**config.mk**
```make
export PLATFORM = sky130hd
export DESIGN_NAME = tx_line_buf_flat
export DESIGN_NICKNAME = d
export VERILOG_FILES = /design/src/rtl/tx_line_buf_pkg.sv /design/src/rtl/tx_line_buf_if.sv /design/src/rtl/tx_line_buf_sync_fifo8.sv /design/src/rtl/tx_line_buf.sv /design/src/flat_wrapper.sv
export SDC_FILE = /design/constraint.sdc
export NUM_CORES = 1
export LEC_CHECK = 0
export ABC_AREA = 0
export CORE_ASPECT_RATIO = 0.7
export CORE_MARGIN = 1
export CORE_UTILIZATION = 35
export CTS_CLUSTER_SIZE = 28
export DETAILED_ROUTE_END_ITERATION = 6
export SETUP_SLACK_MARGIN = 0.2
export SKIP_LAST_GASP = 1
export SLEW_MARGIN = 20
export SYNTH_ARGS = -nofsm -noshare
export SYNTH_HDL_FRONTEND = slang
export SYNTH_HIERARCHICAL = 1
export SYNTH_SLANG_ARGS = --single-unit
```
**constraint.sdc**
```tcl
create_clock -name clk -period 9.8 [get_ports clk]
set_clock_uncertainty 0.1 [all_clocks]
set_input_delay 1.96 -clock clk [delete_from_list [all_inputs] [get_ports clk]]
set_output_delay 1.96 -clock clk [all_outputs]
set_load 0.05 [all_outputs]
```
**src/rtl/tx_line_buf_pkg.sv**
```systemverilog
`default_nettype none
// ============================================================================
// Module      : tx_line_buf_pkg
// Description : Shared constants and FSM state type for the tx line buffer.
//               ASCII_CR / ASCII_LF : line terminator bytes.
//               state_e             : drain FSM states (2-bit).
// Revision    : 1.0 - initial release
// ============================================================================
package tx_line_buf_pkg;

  localparam logic [7:0] ASCII_CR = 8'h0D;
  localparam logic [7:0] ASCII_LF = 8'h0A;

  typedef enum logic [1:0] {
    IDLE  = 2'd0,
    DRAIN = 2'd1,
    CR    = 2'd2,
    LF    = 2'd3
  } state_e;

endpackage : tx_line_buf_pkg
`default_nettype wire

```
**src/rtl/tx_line_buf_if.sv**
```systemverilog
`default_nettype none
// ============================================================================
// Module      : tx_line_buf_if
// Description : Bus bundle between the cipher/UART side and tx_line_buf.
//   master : drives wr_data, wr_valid, print_req, tx_ready;
//            observes tx_data, tx_valid, count, full, empty, overflow, busy.
//   slave  : the line buffer itself (mirror directions).
// Revision    : 1.0 - initial release
// ============================================================================
interface tx_line_buf_if #(
  parameter int DEPTH = 32
);
  localparam int CW = $clog2(DEPTH) + 1;

  logic [7:0]    wr_data;
  logic          wr_valid;
  logic          print_req;
  logic [7:0]    tx_data;
  logic          tx_valid;
  logic          tx_ready;
  logic [CW-1:0] count;
  logic          full;
  logic          empty;
  logic          overflow;
  logic          busy;

  modport master (
    output wr_data, wr_valid, print_req, tx_ready,
    input  tx_data, tx_valid, count, full, empty, overflow, busy
  );

  modport slave (
    input  wr_data, wr_valid, print_req, tx_ready,
    output tx_data, tx_valid, count, full, empty, overflow, busy
  );

endinterface : tx_line_buf_if
`default_nettype wire

```
**src/rtl/tx_line_buf_sync_fifo8.sv**
```systemverilog
`default_nettype none
// ============================================================================
// Module      : sync_fifo8
// Description : Single-clock byte FIFO with show-ahead read port.
//   clk, rst   : clock, asynchronous active-low reset
//   push_i     : store din_i (ignored when full)
//   pop_i      : discard head entry (ignored when empty)
//   din_i      : write byte
//   dout_o     : head byte at rd_ptr (combinational)
//   count_o    : bytes stored
//   full_o     : count_o == DEPTH
//   empty_o    : count_o == 0
// Revision    : 1.0 - initial release
// ============================================================================
module sync_fifo8 #(
  parameter  int DEPTH = 32,
  localparam int AW    = $clog2(DEPTH),
  localparam int CW    = AW + 1
) (
  input  wire logic          clk,
  input  wire logic          rst,
  input  wire logic          push_i,
  input  wire logic          pop_i,
  input  wire logic [7:0]    din_i,
  output      logic [7:0]    dout_o,
  output      logic [CW-1:0] count_o,
  output      logic          full_o,
  output      logic          empty_o
);

  logic [7:0]    mem_q [DEPTH];
  logic [AW-1:0] wr_ptr_q;
  logic [AW-1:0] rd_ptr_q;
  logic [CW-1:0] count_q;

  logic w_push;
  logic w_pop;

  // Guards use the pre-cycle count, so a push into a full FIFO is dropped
  // even if a pop happens in the same cycle.
  assign w_push = push_i && !full_o;
  assign w_pop  = pop_i  && !empty_o;

  always_ff @(posedge clk or negedge rst) begin
    if (!rst) begin
      wr_ptr_q <= '0;
      rd_ptr_q <= '0;
      count_q  <= '0;
    end else begin
      if (w_push) wr_ptr_q <= wr_ptr_q + AW'(1);
      if (w_pop)  rd_ptr_q <= rd_ptr_q + AW'(1);
      case ({w_push, w_pop})
        2'b10:   count_q <= count_q + CW'(1);
        2'b01:   count_q <= count_q - CW'(1);
        default: count_q <= count_q;
      endcase
    end
  end

  // Storage needs no reset: pointers alone define valid contents.
  always_ff @(posedge clk) begin
    if (w_push) mem_q[wr_ptr_q] <= din_i;
  end

  assign dout_o  = mem_q[rd_ptr_q];
  assign count_o = count_q;
  assign full_o  = (count_q == CW'(DEPTH));
  assign empty_o = (count_q == '0);

endmodule : sync_fifo8
`default_nettype wire

```
**src/rtl/tx_line_buf.sv**
```systemverilog
`default_nettype none
// ============================================================================
// Module      : tx_line_buf
// Description : Buffers cipher output bytes and, on print request, drains
//               them to a UART over valid/ready, optionally ending with CR LF.
//   clk, rst : clock, asynchronous active-low reset
//   bus      : slave side of tx_line_buf_if (write strobe, print request,
//              tx valid/ready stream, FIFO status, overflow, busy)
// Revision    : 1.0 - initial release
// ============================================================================
module tx_line_buf
  import tx_line_buf_pkg::*;
#(
  parameter int DEPTH    = 32,
  parameter bit ADD_CRLF = 1'b1
) (
  input wire logic    clk,
  input wire logic    rst,
  tx_line_buf_if.slave bus
);

  localparam int CW = $clog2(DEPTH) + 1;

  state_e        state_q, state_d;
  logic [7:0]    tx_data_q, tx_data_d;
  logic          tx_valid_q, tx_valid_d;
  logic          overflow_q, overflow_d;
  logic          pend_q, pend_d;

  logic          w_pop;
  logic [7:0]    w_fifo_dout;
  logic [CW-1:0] w_fifo_count;
  logic          w_fifo_full;
  logic          w_fifo_empty;
  logic          w_slot_free;
  logic          w_busy;

  sync_fifo8 #(
    .DEPTH (DEPTH)
  ) u_fifo (
    .clk     (clk),
    .rst     (rst),
    .push_i  (bus.wr_valid),
    .pop_i   (w_pop),
    .din_i   (bus.wr_data),
    .dout_o  (w_fifo_dout),
    .count_o (w_fifo_count),
    .full_o  (w_fifo_full),
    .empty_o (w_fifo_empty)
  );

  // Output register can take a new byte when empty or being accepted now.
  assign w_slot_free = !tx_valid_q || bus.tx_ready;
  assign w_busy      = (state_q != IDLE) || tx_valid_q;

  always_ff @(posedge clk or negedge rst) begin
    if (!rst) begin
      state_q    <= IDLE;
      tx_data_q  <= 8'h00;
      tx_valid_q <= 1'b0;
      overflow_q <= 1'b0;
      pend_q     <= 1'b0;
    end else begin
      state_q    <= state_d;
      tx_data_q  <= tx_data_d;
      tx_valid_q <= tx_valid_d;
      overflow_q <= overflow_d;
      pend_q     <= pend_d;
    end
  end

  always_comb begin
    state_d    = state_q;
    tx_data_d  = tx_data_q;
    tx_valid_d = w_slot_free ? 1'b0 : tx_valid_q;
    overflow_d = overflow_q;
    pend_d     = pend_q || (bus.print_req && w_busy);
    w_pop      = 1'b0;

    case (state_q)
      IDLE: begin
        if ((bus.print_req || pend_q) && w_slot_free) begin
          pend_d     = 1'b0;
          overflow_d = 1'b0;
          // Perform the first drain step in the start cycle so the first
          // byte appears one cycle after the request. An empty buffer with
          // no terminator never leaves IDLE, so busy stays low.
          if (!w_fifo_empty) begin
            w_pop      = 1'b1;
            tx_data_d  = w_fifo_dout;
            tx_valid_d = 1'b1;
            state_d    = DRAIN;
          end else if (ADD_CRLF) begin
            state_d = CR;
          end
        end
      end
      DRAIN: begin
        if (w_slot_free) begin
          if (!w_fifo_empty) begin
            w_pop      = 1'b1;
            tx_data_d  = w_fifo_dout;
            tx_valid_d = 1'b1;
          end else if (ADD_CRLF) begin
            // Emit CR straight away to keep the stream gap-free.
            tx_data_d  = ASCII_CR;
            tx_valid_d = 1'b1;
            state_d    = LF;
          end else begin
            state_d = IDLE;
          end
        end
      end
      CR: begin
        if (w_slot_free) begin
          tx_data_d  = ASCII_CR;
          tx_valid_d = 1'b1;
          state_d    = LF;
        end
      end
      LF: begin
        if (w_slot_free) begin
          tx_data_d  = ASCII_LF;
          tx_valid_d = 1'b1;
          state_d    = IDLE;
        end
      end
      default: state_d = IDLE;
    endcase

    // A dropped write in the start cycle still reports overflow.
    if (bus.wr_valid && w_fifo_full) overflow_d = 1'b1;
  end

  assign bus.tx_data  = tx_data_q;
  assign bus.tx_valid = tx_valid_q;
  assign bus.count    = w_fifo_count;
  assign bus.full     = w_fifo_full;
  assign bus.empty    = w_fifo_empty;
  assign bus.overflow = overflow_q;
  assign bus.busy     = w_busy;

endmodule : tx_line_buf
`default_nettype wire

```
**src/flat_wrapper.sv**
```systemverilog
// flat-port wrapper written by rule: the top's interface ports become plain ports
module tx_line_buf_flat import tx_line_buf_pkg::*;
#(
  parameter int DEPTH    = 32,
  parameter bit ADD_CRLF = 1'b1
)
  (clk, rst, bus_wr_data, bus_wr_valid, bus_print_req, bus_tx_ready, bus_tx_data, bus_tx_valid, bus_count, bus_full, bus_empty, bus_overflow, bus_busy);
  tx_line_buf_if #(.DEPTH(DEPTH)) bus_i ();
  input wire logic clk;
  input wire logic rst;
  input wire logic [$bits(bus_i.wr_data)-1:0] bus_wr_data;
  input wire logic [$bits(bus_i.wr_valid)-1:0] bus_wr_valid;
  input wire logic [$bits(bus_i.print_req)-1:0] bus_print_req;
  input wire logic [$bits(bus_i.tx_ready)-1:0] bus_tx_ready;
  output wire logic [$bits(bus_i.tx_data)-1:0] bus_tx_data;
  output wire logic [$bits(bus_i.tx_valid)-1:0] bus_tx_valid;
  output wire logic [$bits(bus_i.count)-1:0] bus_count;
  output wire logic [$bits(bus_i.full)-1:0] bus_full;
  output wire logic [$bits(bus_i.empty)-1:0] bus_empty;
  output wire logic [$bits(bus_i.overflow)-1:0] bus_overflow;
  output wire logic [$bits(bus_i.busy)-1:0] bus_busy;
  assign bus_i.wr_data = bus_wr_data;
  assign bus_i.wr_valid = bus_wr_valid;
  assign bus_i.print_req = bus_print_req;
  assign bus_i.tx_ready = bus_tx_ready;
  assign bus_tx_data = bus_i.tx_data;
  assign bus_tx_valid = bus_i.tx_valid;
  assign bus_count = bus_i.count;
  assign bus_full = bus_i.full;
  assign bus_empty = bus_i.empty;
  assign bus_overflow = bus_i.overflow;
  assign bus_busy = bus_i.busy;
  tx_line_buf #(.DEPTH(DEPTH), .ADD_CRLF(ADD_CRLF)) u_core (.clk(clk), .rst(rst), .bus(bus_i));
endmodule
```
**Word-level counts from Yosys, hierarchy flattened**

Memories as Yosys holds them, arrays and structs flattened.
Cells that the tools add are included.

- Logic and storage cells: 78
- Bits in writable memories: 256
- Bits in registers: 29
- Memories: 1
- Input bits: 13

- Reduce and logical (&&, ||, !) cells: 22
- Add/sub/neg operators: 4
- Equal/unequal tests: 12
- Multiplexer cells: 31

Memories:

| name | words | width | read ports | clocked after memory_dff | wr ports | line | text |
|---|---|---|---|---|---|---|---|
| u_core.u_fifo.mem_q | 32 | 8 | 1 | 0 | 1 | tx_line_buf_sync_fifo8.sv:31 | `logic [7:0] mem_q [DEPTH];` |

Operators with widths:

| kind | number |
|---|---|
| $mux W8 | 6 |
| $pmux W8 S4 | 1 |
| $mux W1 | 14 |
| $mux W2 | 6 |
| $pmux W6 S2 | 1 |
| $add A5 B1 Y5 const B | 2 |
| $ne A2 B1 Y1 const B | 5 |
| $reduce_and A5 Y1 | 2 |
| $pmux W2 S4 | 1 |
| $reduce_bool A2 Y1 | 4 |
| $add A6 B1 Y6 const B | 1 |
| $eq A2 B2 Y1 const B | 3 |
| $eq A6 B6 Y1 const B | 1 |
| $logic_not A6 Y1 | 1 |
| $sub A6 B1 Y6 const B | 1 |
| $logic_and A1 B1 Y1 | 5 |
| $eq A2 B1 Y1 const B | 2 |
| $logic_or A1 B1 Y1 | 4 |
| $pmux W1 S2 | 2 |
| $logic_not A1 Y1 | 3 |
| $reduce_or A3 Y1 | 1 |
| $logic_not A2 Y1 | 1 |
| $ne A2 B2 Y1 const B | 1 |
| $reduce_and A2 Y1 | 1 |

**Depth between registers and ports, before layout**

- Depth after elaboration: 8
- Depth in mapped cells: 13
- Depth with buffers taken out: 12

**Modules after synthesis**

The synthesis kept the hierarchy.

By module, submodules not included:

| module | sequential area each (um^2) | times used | area an instance (um^2) | cells an instance |
|---|---|---|---|---|
| sync_fifo8 | 8087.8 | 1 | 10924.2 | 563 |
| tx_line_buf | 325.3 | 1 | 778.2 | 76 |

**Worst setup path after synthesis**

Ideal clock, no wire load.

- Path kind: reg-to-reg
- From: register u_core.u_fifo.count_q[0] (netlist: u_core/u_fifo/count_o[0])
- To: register u_core.u_fifo.count_q[5] (netlist: u_core/u_fifo/count_o[5])
- Period minus slack after synthesis: 4464 ps
- Buffers on the path: 1
- Data arrival time: 4240 ps
- Path slack: 5336 ps
- Cell stages (with the launch flop): 13
- Library setup time: 124 ps
- Path through: dfrtp_1 or4_1 or2_2 nor2_1 buf_4 nor3_1 o31a_1 ha_1 ha_1 nor4bb_1 a311o_1 or3b_1 xnor2_1

- Word-level cells in the longest chain between the ends: 7
- Elaborated cells on any way between the ends: 16
- Classes of those cells: add/sub: 2; eq/ne: 3; mux: 5; reduce/logical: 6

Ends and longest elaborated chain:

| item | line | text |
|---|---|---|
| start: declaration | tx_line_buf_sync_fifo8.sv:34 | `logic [CW-1:0] count_q;` |
| start signal: assignment | tx_line_buf_sync_fifo8.sv:53 | `2'b10: count_q <= count_q + CW'(1);` |
| start signal: assignment | tx_line_buf_sync_fifo8.sv:54 | `2'b01: count_q <= count_q - CW'(1);` |
| start signal: assignment | tx_line_buf_sync_fifo8.sv:55 | `default: count_q <= count_q;` |
| $logic_not A6 Y1 (*) | tx_line_buf_sync_fifo8.sv:68 | `assign empty_o = (count_q == '0);` |
| named net bus_empty | flat_wrapper.sv:19 | `output wire logic [$bits(bus_i.empty)-1:0] bus_empty;` |
| $mux W1 (*) | tx_line_buf.sv:88, tx_line_buf.sv:100 |  |
| $mux W1 (on tied branches) | tx_line_buf.sv:99, tx_line_buf.sv:82 |  |
| $pmux W1 S2 (*) | tx_line_buf.sv:80 | `case (state_q)` |
| named net u_core.w_pop | tx_line_buf.sv:30 | `logic w_pop;` |
| $logic_and A1 B1 Y1 (*) | tx_line_buf_sync_fifo8.sv:42 | `assign w_pop = pop_i && !empty_o;` |
| named net u_core.u_fifo.w_pop | tx_line_buf_sync_fifo8.sv:37 | `logic w_pop;` |
| $eq A2 B1 Y1 / $eq A2 B2 Y1 (equally long branches) | tx_line_buf_sync_fifo8.sv:52 | `case ({w_push, w_pop})` |
| $pmux W6 S2 / $reduce_bool A2 Y1 (equally long branches) | n/a |  |

Mark *: on every way through the listed nets, which the timed path passes. The rest lies on a longest branch.
A chain may end at the register's enable or synchronous reset.

**Worst setup path after layout**

- From: register u_core.u_fifo.count_q[0] (netlist: u_core/u_fifo/count_o[0])
- To: output bus_empty

- Word-level cells in the longest chain between the ends: 1

Ends and longest elaborated chain:

| item | line |
|---|---|
| $logic_not A6 Y1 | tx_line_buf_sync_fifo8.sv:68 |
| end: declaration | flat_wrapper.sv:19 |

Every way passes these cells.

==> run metrics <==
Yosys reg bits=roughly 290; root buffer cell=clkbuf_16; Post-DP HPWL=about 15000 um; FF-to-FF Start=u_core/u_fifo/count_o[0]$_DFFE_PN0P_; Reg clk slew, reported paths=60 ps; HP Start=u_core/bus.overflow$_DFFE_PN0P_; Post-DRT Antenna Nets=0; Worst Path Max Fanout=10; Critical Path Source=u_core/u_fifo/count_o[0]$_DFFE_PN0P_; prevailing post-synth register cell=edfxtp_1; First DRT Iteration DRCs=560; global-route wire length before repair=around 37000 um; CTS tree=yes; H-tree levels=1; Post-Syn Instances=639; crit path time final=5380 ps; # clock sinks=approximately 290; DRC viols=1; post-CTS sizing=0; Post-Synthesis Cell Area=0.0117 mm2; Mean Syn Cell Area=18.3 um2; Mapped Nets=668; status=complete, but fails checks; postcts setup bufs=0; total global routing overflow=0; pre-CTS WS=4770 ps; final WL=approximately 24000 um; fin. max-slew vios=0; CP required=7740 ps; Rows=55; most frequent cells in the layout=edfxtp_1 (256), nor2_1 (44), mux2i_1 (38); Vias=slightly below 6000; core area=around 0.033 mm2; layout cell share with drive strength beyond 1=14.6%; unrepaired setup endpoints after global routing=no; R2R cell count=11; Synth area leaders=edfxtp_1 (66%), mux4_2 (6.7%), dfrtp_1 (6.2%); Syn. warnings=6; critical path data arrival time=3320 ps; Inserted Diodes=0; pin count of the biggest net entering global routing=42; count of cell types in the netlist=62; post-DR vias/cell=5.24; Peak VDD IR=0.000158 V; commonest non-fill, non-tap cell in the layout=edfxtp_1; fmax=0.186 GHz; hold crit path type=flop to flop; DR WL/cell=roughly 22 um; clock latency on the worst-skew pair=540 ps; Die ar.=between 0.03 and 0.04 mm2; Post-synth EDFFs=~260; number of global-route vias before repair=5727; crit-path cells=or4_1 > or2_2 > nor2_1 > clkdlybuf4s50_1; port bufs=31; Placed Area=0.0124 mm2; fin crit share=a little over half; failing checks=DRC; antenna violations before repair=1; DP Cell Count=1075; nets@finish=705; critical path class=flop to output port; top-area cell type share of the netlist area=65.7%; CP startpoint kind=flop; hold_buf cts=0; Final Instance Count excl. Fillers=1121; I/O pin total=32; Synth area leader=edfxtp_1; Slew @ Worst Pin=between 1000 and 1500 ps; hold depth=1; final core utilization=40.6%; Hold Fails Final Rpt=0; Leakage=4.35 nW; gpl congestion=roughly 0.8; Max Cap Violations=0; Finish-stage setup viols=0; worst setup margin=4420 ps; sequential share of the synthesized area=71.9%; async set-reset flop share out of synthesis=between 10% and 20%; area grow syn2layout=13.2%; final instance area=0.0132 mm2; Initial Util=35.9%; CTS Buf Count=26; Critical Path End Type=output port; PnR Total Power=around 3.8 mW; clock buffer depth=3; critical-path cell with the highest stage delay=clkdlybuf4s50_1; DIE WIDTH=221 um; slew margin rel.=29.8%; Sum Neg Setup Slack=0 ps; Die H=around 150 um; hold slack=401 ps; CP peak stage delay=approximately 920 ps; Global Route Usage Sum=14.5%; Power Dens Cells=between 200 and 300 mW/mm2; drt first pass iters=7
## sequential cells by signal (all words and copies together) (netlist names)
| register | count |
|---|---|
| u_core/u_fifo/count_o | 6 |
| u_core/u_fifo/rd_ptr_q | 5 |
| u_core/pend_q | 1 |
| u_core/u_fifo/wr_ptr_q | 5 |
| u_core/bus.overflow | 1 |
| u_core/state_q | 2 |
| u_core/bus.tx_valid | 1 |
| u_core/u_fifo/mem_q | 256 |
| u_core/bus.tx_data | 8 |
## final cells by class
cell class / count / area (um2)
tap: 427 / 534
multi-input combinational: 303 / 3020
timing repair buffer: 41 / 360
clock inverter: 14 / 143
sequential: 285 / 8420
clock buffer: 32 / 694
inverter: 19 / 71.3
fill: 2930 / 19400
## cells in the mapped netlist (5+ instances only)
cell type  instances
a2111oi_1          5
a21oi_1           16
a22o_1            10
a22oi_1            8
buf_2             11
buf_6              5
clkbuf_1           8
dfrtp_1           29
edfxtp_1         256
ha_1              15
inv_1             19
mux2i_1           38
mux4_1            13
mux4_2            35
nand2_1           16
nor2_1            44
o21ai_0           11
o221ai_1           8
o22ai_1            9
xnor2_1            8
## cells by family (layout without fill, tap and decap cells)
kind of cell | Yosys count | in the layout | synth area share [%]
buffers and inverters | 51 | 106 | 2.34
adder cells (fa/ha/maj) | 16 | 16 | 1.77
flip-flops | 285 | 285 | 71.9
multiplexers | 90 | 90 | 13.4
AO/OA/AOI/OAI | 91 | 91 | 5.78
XOR/XNOR | 10 | 10 | 0.748
AND/OR/NAND/NOR | 96 | 96 | 4.07
## final timing paths
| path | endpoint | slack, ps |
|---|---|---|
| hold / removal | u_core/bus.overflow$_DFFE_PN0P_ | 400 |
| setup / recovery | bus_empty | 4420 |
| setup reg to reg | u_core/u_fifo/count_o[5]$_DFFE_PN0P_ | 5660 |
| hold reg to reg | u_core/bus.overflow$_DFFE_PN0P_ | 400 |
| min in group asynchronous | u_core/bus.tx_data[1]$_DFFE_PN0P_ | 1720 |
| max in group asynchronous | u_core/u_fifo/rd_ptr_q[0]$_DFFE_PN0P_ | 7530 |
## power breakdown
group          internal (mW)  total (mW)  switching, mW
Sequential              1.45        1.59          0.145
Clock                  0.579        1.01          0.426
Combinational          0.528        1.24          0.714
## critical path: cells and delay by family, from the launching register on
| kind | cells | cell delay (ps) |
|---|---|---|
| AND/OR/NAND/NOR | 3 | 1410 |
| buffers and inverters | 1 | 920 |
| flip-flops | 1 | 460 |
## layer usage
layer / vias up / track usage [%] / wire length, um
met4: 0 / 2.32 / 284
li1: 2649 / - / -
met3: 24 / 2.99 / 1510
met2: 150 / 20.3 / 10400
met5: - / 0 / 0
met1: 3051 / 23.3 / 12100
Power figures use the tool's default switching activity.
